<file path="src/rtl/x_mem_seq.sv">
// x_mem_seq: execute-stage memory access sequencer.
// Runs loads, stores and swaps (read then write to the same address) on the
// data-memory req/gnt/rvalid port and drives stall/release requests to the
// hazard unit so fetch/decode hold until the sequence completes.
// Optional watchdog: define X_MEM_SEQ_TIMEOUT_EN to abort an access that
// waits TIMEOUT_CYCLES cycles in any request/response state.
module x_mem_seq #(
  parameter int AW             = 32,
  parameter int DW             = 32,
  parameter int TIMEOUT_CYCLES = 64
) (
  input  logic          clk_i,
  input  logic          rst_i,
  input  logic          x_valid_i,
  input  logic [1:0]    x_op_i,
  input  logic [AW-1:0] x_addr_i,
  input  logic [DW-1:0] x_wdata_i,
  output logic          dmem_req_o,
  output logic          dmem_we_o,
  output logic [AW-1:0] dmem_addr_o,
  output logic [DW-1:0] dmem_wdata_o,
  input  logic          dmem_gnt_i,
  input  logic          dmem_rvalid_i,
  input  logic [DW-1:0] dmem_rdata_i,
  output logic [DW-1:0] x_rdata_o,
  output logic          x_done_o,
  output logic          x_stall_pc_o,
  output logic          x_stall_d_o,
  output logic          x_release_f_o,
  output logic          x_err_o
);

  typedef enum logic [2:0] {IDLE, REQ1, RSP1, REQ2, RSP2, DONE} state_e;
  typedef enum logic [1:0] {
    OP_NONE  = 2'b00,
    OP_LOAD  = 2'b01,
    OP_STORE = 2'b10,
    OP_SWAP  = 2'b11
  } op_e;

  state_e        state, state_nx;
  op_e           op_q, op_in;
  logic [AW-1:0] addr_q;
  logic [DW-1:0] wdata_q;
  logic [DW-1:0] rdata_q;
  logic          accept;
  logic          in_wait;
  logic          timeout;
  logic          err_q;

  // Decode the incoming request; accept is gated by reset so every output
  // stays low while reset is asserted, even with a request presented.
  always_comb begin
    op_in   = op_e'(x_op_i);
    accept  = (state == IDLE) && rst_i && x_valid_i && (op_in != OP_NONE);
    in_wait = (state == REQ1) || (state == RSP1) || (state == REQ2) || (state == RSP2);
  end

`ifdef X_MEM_SEQ_TIMEOUT_EN
  localparam int CW = $clog2(TIMEOUT_CYCLES + 1);
  logic [CW-1:0] wd_cnt;

  // Watchdog fires on the last permitted cycle of a waiting state.
  always_comb timeout = in_wait && (wd_cnt == CW'(TIMEOUT_CYCLES - 1));

  // Watchdog counter restarts on every state change; err pulses the cycle after expiry.
  always_ff @(posedge clk_i or negedge rst_i) begin
    if (!rst_i) begin
      wd_cnt <= '0;
      err_q  <= 1'b0;
    end else begin
      err_q <= timeout;
      if (state_nx != state) wd_cnt <= '0;
      else if (in_wait)      wd_cnt <= wd_cnt + 1'b1;
    end
  end
`else
  // No watchdog: the error output is a constant 0 (parameter kept for interface compatibility).
  always_comb begin
    timeout = 1'b0;
    err_q   = (TIMEOUT_CYCLES < 0);
  end
`endif

  // State register.
  always_ff @(posedge clk_i or negedge rst_i) begin
    if (!rst_i) state <= IDLE;
    else        state <= state_nx;
  end

  // Next-state logic; gnt outranks rvalid because rvalid is only looked at in RSP states.
  always_comb begin
    state_nx = state;
    case (state)
      IDLE: if (accept)        state_nx = REQ1;
      REQ1: if (dmem_gnt_i)    state_nx = RSP1;
      RSP1: if (dmem_rvalid_i) state_nx = (op_q == OP_SWAP) ? REQ2 : DONE;
      REQ2: if (dmem_gnt_i)    state_nx = RSP2;
      RSP2: if (dmem_rvalid_i) state_nx = DONE;
      DONE:                    state_nx = IDLE;
      default:                 state_nx = IDLE;
    endcase
    if (timeout) state_nx = IDLE;
  end

  // Latch the operation on accept and capture read data from the first response.
  always_ff @(posedge clk_i or negedge rst_i) begin
    if (!rst_i) begin
      op_q    <= OP_NONE;
      addr_q  <= '0;
      wdata_q <= '0;
      rdata_q <= '0;
    end else begin
      if (accept) begin
        op_q    <= op_in;
        addr_q  <= x_addr_i;
        wdata_q <= x_wdata_i;
      end
      if ((state == RSP1) && dmem_rvalid_i && (op_q != OP_STORE)) rdata_q <= dmem_rdata_i;
    end
  end

  // Memory port and hazard-unit outputs decoded from state and latched op.
  always_comb begin
    dmem_req_o    = (state == REQ1) || (state == REQ2);
    dmem_we_o     = ((state == REQ1) && (op_q == OP_STORE)) || (state == REQ2);
    dmem_addr_o   = addr_q;
    dmem_wdata_o  = wdata_q;
    x_rdata_o     = rdata_q;
    x_done_o      = (state == DONE);
    x_stall_pc_o  = in_wait || accept;
    x_stall_d_o   = (in_wait && (op_q == OP_SWAP)) || (accept && (op_in == OP_SWAP));
    x_release_f_o = (state == DONE) || err_q;
    x_err_o       = err_q;
  end

endmodule
</file>
<file path="config.mk">
export PLATFORM = sky130hd
export DESIGN_NAME = x_mem_seq
export DESIGN_NICKNAME = d
export VERILOG_FILES = /design/src/rtl/x_mem_seq.sv
export SDC_FILE = /design/constraint.sdc
export NUM_CORES = 1
export LEC_CHECK = 0
export ABC_AREA = 1
export CORE_MARGIN = 2
export CORE_UTILIZATION = 41
export CTS_BUF_LIST = sky130_fd_sc_hd__clkbuf_8
export DETAILED_ROUTE_END_ITERATION = 10
export GPL_ROUTABILITY_DRIVEN = 0
export PLACE_DENSITY = 0.93
export RECOVER_POWER = 50
export REMOVE_ABC_BUFFERS = 1
export SYNTH_ARGS = -nofsm -noshare
export SYNTH_HDL_FRONTEND = slang
export SYNTH_SLANG_ARGS = --single-unit
</file>
<file path="constraint.sdc">
create_clock -name clk_i -period 1.8 [get_ports clk_i]
set_input_delay 0.18 -clock clk_i [delete_from_list [all_inputs] [get_ports clk_i]]
set_output_delay 0.18 -clock clk_i [all_outputs]
set_load 0.01 [all_outputs]
</file>
# Word-level counts from Yosys, hierarchy flattened
# Cells that the tools add are included.
[totals] reg_bits=101 in_bits=103 out_inout_bits=103 elab_cells=44
[classes] n_eq_ne=14 muxes=7 reduce_logical=18
[op_table] operator="3-bit two-way mux" n=6
[op_table] operator="3-bit one-hot mux with 5 select lines" n=1
[op_table] operator="2-bit inequality test, second input constant" n=6
[op_table] operator="1-bit logical AND" n=8
[op_table] operator="1-bit logical OR" n=7
[op_table] operator="2-bit == test, second input constant" n=3
[op_table] operator="3-bit by 2-bit == test with 1-bit output, second input constant" n=2
[op_table] operator="3-bit == test, second input constant" n=2
[op_table] operator="5-bit AND reduction" n=1
[op_table] operator="3-bit by 1-bit == test with 1-bit output, second input constant" n=1
[op_table] operator="3-bit zero test" n=1
[op_table] operator="2-bit nonzero test" n=1

# Depth between registers and ports, before layout
# Gate-level depths: netlist (run 1).
[depth] depth_word=6 depth_mapped=9 ltp_nobuf=7

# Worst setup path after synthesis (run 1)
# OpenSTA, ideal clock, no wires.
[synth_timing] path_type="register to output" start="register state[1]" end="output x_stall_d_o" arrival_ns=1.210 t_required_ns=1.620 slack_ns=0.410 path_stages_with_launch=7 path_buffers=1 cell_sequence="dfrtp_1 > nor2_2 > nand2_2 > nor2_4 > buf_4 > nand2_1 > o21ai_1"
[synth_between] elab_chain_len=6 elab_cells_between_ends=14 cone_classes="4 x eq/ne; 10 x reduce/logical"
[synth_lines] item="from (decl)" line="41" source="state_e state, state_nx;"
[synth_lines] item="from (signal assigned)" line="88" source="else state <= state_nx;"
[synth_lines] item="3-bit by 1-bit == test with 1-bit output (tied with other cells)" line="56" source="in_wait = (state == REQ1) || (state == RSP1) || (state == REQ2) || (state == RSP2);"
[synth_lines] item="1-bit logical OR or 1-bit logical AND (tied branches) (3 in a row)" line="56, 55"
[synth_lines] item="1-bit logical AND" line="132" source="x_stall_d_o = (in_wait && (op_q == OP_SWAP)) || (accept && (op_in == OP_SWAP));"
[synth_lines] item="1-bit logical OR (*)" line="132"
[synth_lines] item="to (decl)" line="28" source="output logic x_stall_d_o,"
# Mark *: on every way between the ends. The rest lies on a longest branch, timed or not.

# Final worst setup path (run 1)
# Ends and elaborated chain as after synthesis.

==> flow_summary_export.csv, run 1 <==
group,metric,value,unit
worst_setup_path,crit_fanout,6,
logic_synthesis,yosys-top-cells-count,"245 x nand2_1, 101 x dfrtp_1, 41 x inv_1",
worst_setup_path,arrival,1580,ps
sta,final.period_utilization,97.7,%
cells_and_area,layout-drive-gt1-share,7.94,%
worst_setup_path,timing.rr.end,"op_q[0]",
outcome,status,"completed",
placed_design,dp_hpwl,8.38,mm
worst_setup_path,startpoint_type,"flip-flop",
global_route,grt_max_degree,71,
placed_design,pre_cts_ws,-165,ps
detailed_routing,via_per_inst,4.56,
cells_and_area,n_antenna_cell,0,
worst_setup_path,r2r_cells,7,
die,core,0.00973,mm2
cells_and_area,fin_area,0.00651,mm2
sta,setup_viol,0,
clocking,cts_root_buf,"clkbuf_8",
die,rows,36,
cells_and_area,area_growth,58.8,%
power_and_ir_drop,p_leak,3.27,nW
placed_design,io_buffers,204,
run,maxCapViolations,0,
logic_synthesis,synth_edf_count,0,
sta,fmax,569,MHz
detailed_routing,wl_per_cell,13.5,um
logic_synthesis,async_flop_share,100,%
sta,setup_tns,0,ps
logic_synthesis,synth.mux.area_fraction,0,%
global_route,grt_pass1_vias,3820,
worst_setup_path,cp-end-kind,"output port",
die,die-area,0.0108,mm2
logic_synthesis,synthXorXnorAreaFrac,0,%
logic_synthesis,syn_area,0.00410,mm2
logic_synthesis,ys_types,18,
sta,hold_violations,0,
placed_design,place_area,0.00627,mm2
die,die_x,104,um
sta,worst_slew_pin_slew,622,ps
detailed_routing,drt_iter0_markers,146,
logic_synthesis,ys_warn_count,0,
sta,drv_slew,0,
clocking,clk_pin_slew_worst_paths,100,ps
detailed_routing,remaining_drc_errors,0,
global_route,antenna_found_initial,0,
logic_synthesis,synthTopCellsByArea,"dfrtp_1 62%, nand2_1 22%, o21ai_1 4.0%",
detailed_routing,drt_wl_total,11.2,mm
logic_synthesis,syn-mean-instance-area,8.68,um2
detailed_routing,postRouteAntennaNets,0,
logic_synthesis,synth-compound-area-share,4.64,%
logic_synthesis,synth_top_area_share,61.7,%
clocking,cts_max_path_buffers,2,
sta,layout_setup_ws,42.3,ps
placed_design,post-place-cells,803,
sta,layout_min_cycle_time,1760,ps
worst_setup_path,crit_required,1620,ps
detailed_routing,drt_pre_antenna_iters,4,
logic_synthesis,synth-seq-area-share,61.7,%
logic_synthesis,yosys.area_share.simple,25.5,%
global_route,grt_pass1_wl,18.3,mm
die,die_y,104,um
die,initial_core_util,42.1,%
clocking,clk_latency,350,ps
detailed_routing,vias,3768,
sta,clock_skew,8.35,ps
sta,relSlewSlack,58.6,%
die,ios,206,
logic_synthesis,synth_top_family_by_area,"simple AND/OR/NAND/NOR gates",
logic_synthesis,synthFlopType,"dfrtp_1",
cells_and_area,fill_cells,784,
logic_synthesis,synthesis.instances,472,
hold_path,hold_path_class,"input port to flip-flop",
logic_synthesis,yosys.area.top_type,"dfrtp_1",
worst_setup_path,reg2reg_slack,180,ps
cells_and_area,stdcell_count,826,
worst_setup_path,crit_end,"x_stall_d_o",
sta,rsz0062_at_grt,"yes",
power_and_ir_drop,power_density,1560,mW/mm2
global_route,track_usage,20.9,%
worst_setup_path,r2r_start,"state[1]",
global_route,gr-total-overflow,0,
logic_synthesis,post-synth-top-count-cell,"nand2_1",
worst_setup_path,crit_type,"flip-flop to output port",
worst_setup_path,critical_path.startpoint,"state[1]",
cells_and_area,nets,791,
clocking,cts_sinks,101,
clocking,numCtsBuffers,9,
logic_synthesis,synth_fa_ha_area_share,0,%
power_and_ir_drop,ir_worst_vdd,0.729,mV
clocking,cts_max_level,3,
logic_synthesis,ys_ff_latch,101,
clocking,cts_tree,"done",
-- flip-flops by register name (all words and copies together) (netlist names) --
name          count
dmem_addr_o      32
x_rdata_o        32
dmem_wdata_o     32
op_q              2
state             3
-- worst min-delay path by stage --
stage | startpoint | end | slack [ps] | cells past startpoint
3_5_place_dp | rst_i | x_rdata_o[25] | 230 | 2
3_3_place_gp | rst_i | x_rdata_o[7] | 210 | 2
2_1_floorplan | rst_i | dmem_addr_o[0] | -120 | 0
5_1_grt | x_addr_i[18] | dmem_addr_o[18] | 340 | 3
4_1_cts | x_addr_i[24] | dmem_addr_o[24] | 330 | 3
6_report | x_addr_i[24] | dmem_addr_o[24] | 350 | 3
-- cells by family (layout without fill, tap and decap cells) --
group,Yosys count,in the layout
and+or+nand+nor,266,266
other,1,1
DFF,101,101
AOI/OAI and AO/OA,38,38
buffers and inverters,66,287
-- layer usage --
metal,global-route usage (%),vias up,share of wire (%),routed length (um)
li1,-,1854,-,-
met1,24.0,1744,39,4350
met2,37.3,146,52,5810
met3,4.01,24,6.4,716
met4,9.94,0,2.6,296
met5,0,-,0,0
-- cells in the final DEF (no fill, tap or decap) --
master,instances
clkinv_2,3
o21ai_1,33
nor2_2,1
a21oi_1,1
dlygate4sd2_1,4
conb_1,1
inv_2,4
nor2_1,5
nand2_2,3
clkdlybuf4s50_1,197
buf_6,2
nand4_4,1
dfrtp_1,99
nand2_4,1
buf_4,19
o21ai_0,4
dfrtp_2,2
clkbuf_4,1
nand2_1,242
nor3_2,1
nand3_1,10
dlygate4sd3_1,1
clkinv_4,2
nor2_4,2
inv_1,41
clkbuf_8,9
buf_12,1
buf_2,2
clkinvlp_4,1
-- power by group --
part | total [W] | leakage (nW) | internal (W) | switching [W]
registers | 0.00401 | 1.26 | 0.00337 | 0.000636
clock network | 0.00124 | 0.0901 | 0.000495 | 0.000745
logic | 0.00494 | 1.92 | 0.00271 | 0.00223
total | 0.0102 | 3.27 | 0.00657 | 0.00361
-- repair_timing --
| item | CTS | global route |
|---|---|---|
| endpoints found under the setup margin | 6 | 73 |
| setup buffers | 3 | 3 |
| hold endpoints to repair | 31 | 0 |
| pin swaps | 1 | 3 |
| hold buffers | 1 | 0 |
| gates resized for setup | 16 | 7 |
-- stage by stage --
| step | util [%] | power (W) | hold WS [ps] |
|---|---|---|---|
| after detailed placement | 64.4 | 0.00896 | 225 |
| after CTS | 66.6 | 0.0103 | 332 |
| after global routing | 66.9 | 0.0109 | 340 |
| after floorplan | - | 0.00583 | -116 |
| after global placement | 64.4 | 0.00872 | 214 |
| final | 66.9 | 0.0102 | 354 |
-- layout make-up --
class | instances | area, um2 | share of cell area, %
timing repair buffer | 227 | 2220 | 34.1
clock inverter | 7 | 43.8 | 0.673
inverter | 44 | 165 | 2.54
sequential | 101 | 2530 | 38.9
multi-input combinational | 305 | 1260 | 19.4
clock buffer | 9 | 124 | 1.90
tap | 133 | 166 | 2.56
-- critical path, cell delays in order (launching register included) --
cell and delay (ps):
dfrtp_2 480, nor2_4 170, nand2_4 80, nor2_4 150, nand2_2 70, o21ai_1 120, buf_2 150
(Power assumes the default switching activity.)
==> run 2, diff against run 1 <==
--- a/config.mk
+++ b/config.mk
@@ -12,7 +12,7 @@
 export DETAILED_ROUTE_END_ITERATION = 10
 export GPL_ROUTABILITY_DRIVEN = 0
 export PLACE_DENSITY = 0.93
-export RECOVER_POWER = 50
+export RECOVER_POWER = 100
 export REMOVE_ABC_BUFFERS = 1
 export SYNTH_ARGS = -nofsm -noshare
 export SYNTH_HDL_FRONTEND = slang
==> results of run 2 <==
Same layout as run 1: the final DEF is identical, and so are final timing and power.
==> run 3, diff against run 2 <==
--- a/config.mk
+++ b/config.mk
@@ -6,12 +6,12 @@
 export NUM_CORES = 1
 export LEC_CHECK = 0
 export ABC_AREA = 1
-export CORE_MARGIN = 2
+export CORE_MARGIN = 4
 export CORE_UTILIZATION = 41
 export CTS_BUF_LIST = sky130_fd_sc_hd__clkbuf_8
 export DETAILED_ROUTE_END_ITERATION = 10
 export GPL_ROUTABILITY_DRIVEN = 0
-export PLACE_DENSITY = 0.93
+export PLACE_DENSITY = 0.82
 export RECOVER_POWER = 100
 export REMOVE_ABC_BUFFERS = 1
 export SYNTH_ARGS = -nofsm -noshare
==> run 3 against run 2 <==
Effect of this change:
- global-route usage down 2.1 points
- critical path depth unchanged
- clock power up 29%
- sequential power down 2%
- maximum frequency up 2.8%
- sequential share of layout area up 0.22 points
==> flow_summary_export.csv, run 3 (synthesis gave the netlist of run 1 again) <==
group,metric,value,unit
cells_and_area,mostFrequentLayoutCells,"244 x nand2_1, 101 x clkdlybuf4s50_1, 99 x dfrtp_1",
worst_setup_path,startpoint_type,"flip-flop",
global_route,grt_pass1_vias,3765,
clocking,cts_max_path_buffers,2,
placed_design,pre_cts_ws,-124,ps
global_route,gr-total-overflow,0,
sta,layout_min_cycle_time,1710,ps
cells_and_area,fin_area,0.00647,mm2
sta,rsz0062_at_grt,"no",
worst_setup_path,crit_required,1620,ps
clocking,clk_pin_slew_worst_paths,90,ps
sta,layout_setup_ws,89.7,ps
power_and_ir_drop,ir_worst_vdd,0.759,mV
detailed_routing,postRouteAntennaNets,0,
hold_path,hold_path_class,"input port to async pin",
outcome,status,"completed",
global_route,antenna_found_initial,0,
cells_and_area,nets,782,
global_route,grt_pass1_wl,17.6,mm
clocking,numCtsBuffers,9,
worst_setup_path,crit_type,"flip-flop to output port",
die,rows,36,
sta,drv_slew,0,
clocking,cts_root_buf,"clkbuf_8",
worst_setup_path,cp-end-kind,"output port",
clocking,cts_max_level,3,
die,die-area,0.0117,mm2
cells_and_area,n_antenna_cell,0,
cells_and_area,stdcell_count,817,
detailed_routing,vias,3677,
clocking,cts_tree,"done",
clocking,cts_sinks,101,
power_and_ir_drop,power_density,1530,mW/mm2
clocking,clk_latency,350,ps
worst_setup_path,arrival,1530,ps
die,die_y,108,um
sta,worst_slew_pin_slew,849,ps
sta,final.period_utilization,95.0,%
detailed_routing,drt_iter0_markers,197,
placed_design,place_area,0.00624,mm2
detailed_routing,wl_per_cell,13.2,um
sta,setup_viol,0,
clocking,cts_hold_buffers,0,
run,maxCapViolations,0,
cells_and_area,layout_commonest_cell,"nand2_1",
die,ios,206,
detailed_routing,via_per_inst,4.50,
detailed_routing,remaining_drc_errors,0,
placed_design,dp_hpwl,8.15,mm
sta,clock_skew,10.5,ps
detailed_routing,drt_pre_antenna_iters,4,
placed_design,post-place-cells,799,
global_route,track_usage,18.8,%
power_and_ir_drop,p_leak,3.38,nW
worst_setup_path,crit_fanout,4,
die,initial_core_util,41.9,%
sta,holdWs,47.6,ps
die,die_x,108,um
sta,setup_tns,0,ps
detailed_routing,drt_wl_total,10.8,mm
global_route,grt_max_degree,67,
cells_and_area,layout-drive-gt1-share,6.14,%
cells_and_area,area_growth,57.9,%
sta,hold_violations,0,
placed_design,io_buffers,204,
sta,fmax,585,MHz
sta,relSlewSlack,43.4,%
die,core,0.00977,mm2
run 3: cell count changes in the layout (fill, tap and decap cells not counted), moves of 2 or more:
| cell | before | now |
|---|---|---|
| buf_4 | 19 | 10 |
| buf_6 | 2 | 0 |
| bufinv_16 | 0 | 2 |
| clkbuf_1 | 0 | 2 |
| clkdlybuf4s50_1 | 197 | 101 |
| clkinv_2 | 3 | 1 |
| dlygate4sd3_1 | 1 | 96 |
| nand2_1 | 242 | 244 |
| o21ai_0 | 4 | 35 |
| o21ai_1 | 33 | 2 |
run 3: routing by layer:
metal / GRT usage [%] / wire (um) / part of all wire (%) / vias to the layer above
met3: 5.79 / 1070 / 9.9 / 10
li1: - / - / - / 1837
met5: 0 / 0 / 0 / -
met2: 31.3 / 5120 / 48 / 139
met4: 5.59 / 125 / 1.2 / 0
met1: 23.6 / 4440 / 41 / 1691
run 3: timing repair:
item	CTS	global route
cloned	0	0
setup buffers	2	0
setup endpoints to repair	6	24
pin swaps	0	2
gates resized for setup	8	8
run 3: final timing paths:
| kind | start | end | slack (ps) | cells past startpoint |
|---|---|---|---|---|
| hold / removal | rst_i | dmem_addr_o[23] | 50 | 2 |
| setup reg to reg | state[1] | dmem_wdata_o[9] | 140 | 6 |
| min in group clk_i | x_wdata_i[28] | dmem_wdata_o[28] | 360 | 3 |
| setup / recovery | state[1] | x_stall_pc_o | 90 | 6 |
| max in group asynchronous | rst_i | dmem_wdata_o[13] | 440 | 3 |
| hold reg to reg | dmem_wdata_o[11] | dmem_wdata_o[11] | 470 | 2 |
run 3: report_power, final:
| part | switching [W] | internal (W) |
|---|---|---|
| combinational | 0.00215 | 0.00221 |
| clock | 0.000764 | 0.000836 |
| sequential | 0.000574 | 0.00337 |
| total | 0.00349 | 0.00642 |
run 3: layout make-up:
type	instances	area, um2
Clock buffer	10	138
Sequential cell	101	2530
Timing Repair Buffer	218	2130
Multi-Input combinational cell	305	1250
Fill cell	801	3300
Clock inverter	6	93.8
Tap cell	133	166
Inverter	44	165
run 3: stage by stage:
stage	util (%)	total power, W
after global routing	66.2	0.0107
final	66.2	0.00991
after detailed placement	63.8	0.00891
after global placement	63.8	0.00872
after CTS	66.3	0.0105
after floorplan	-	0.00583
run 3: worst max-delay path, cell delays in order (launching register included):
cell	delay (ps)
dfrtp_2	460
buf_4	160
nand2_1	60
nand2_1	60
nand2_1	120
nand3_1	90
clkdlybuf4s15_1	240
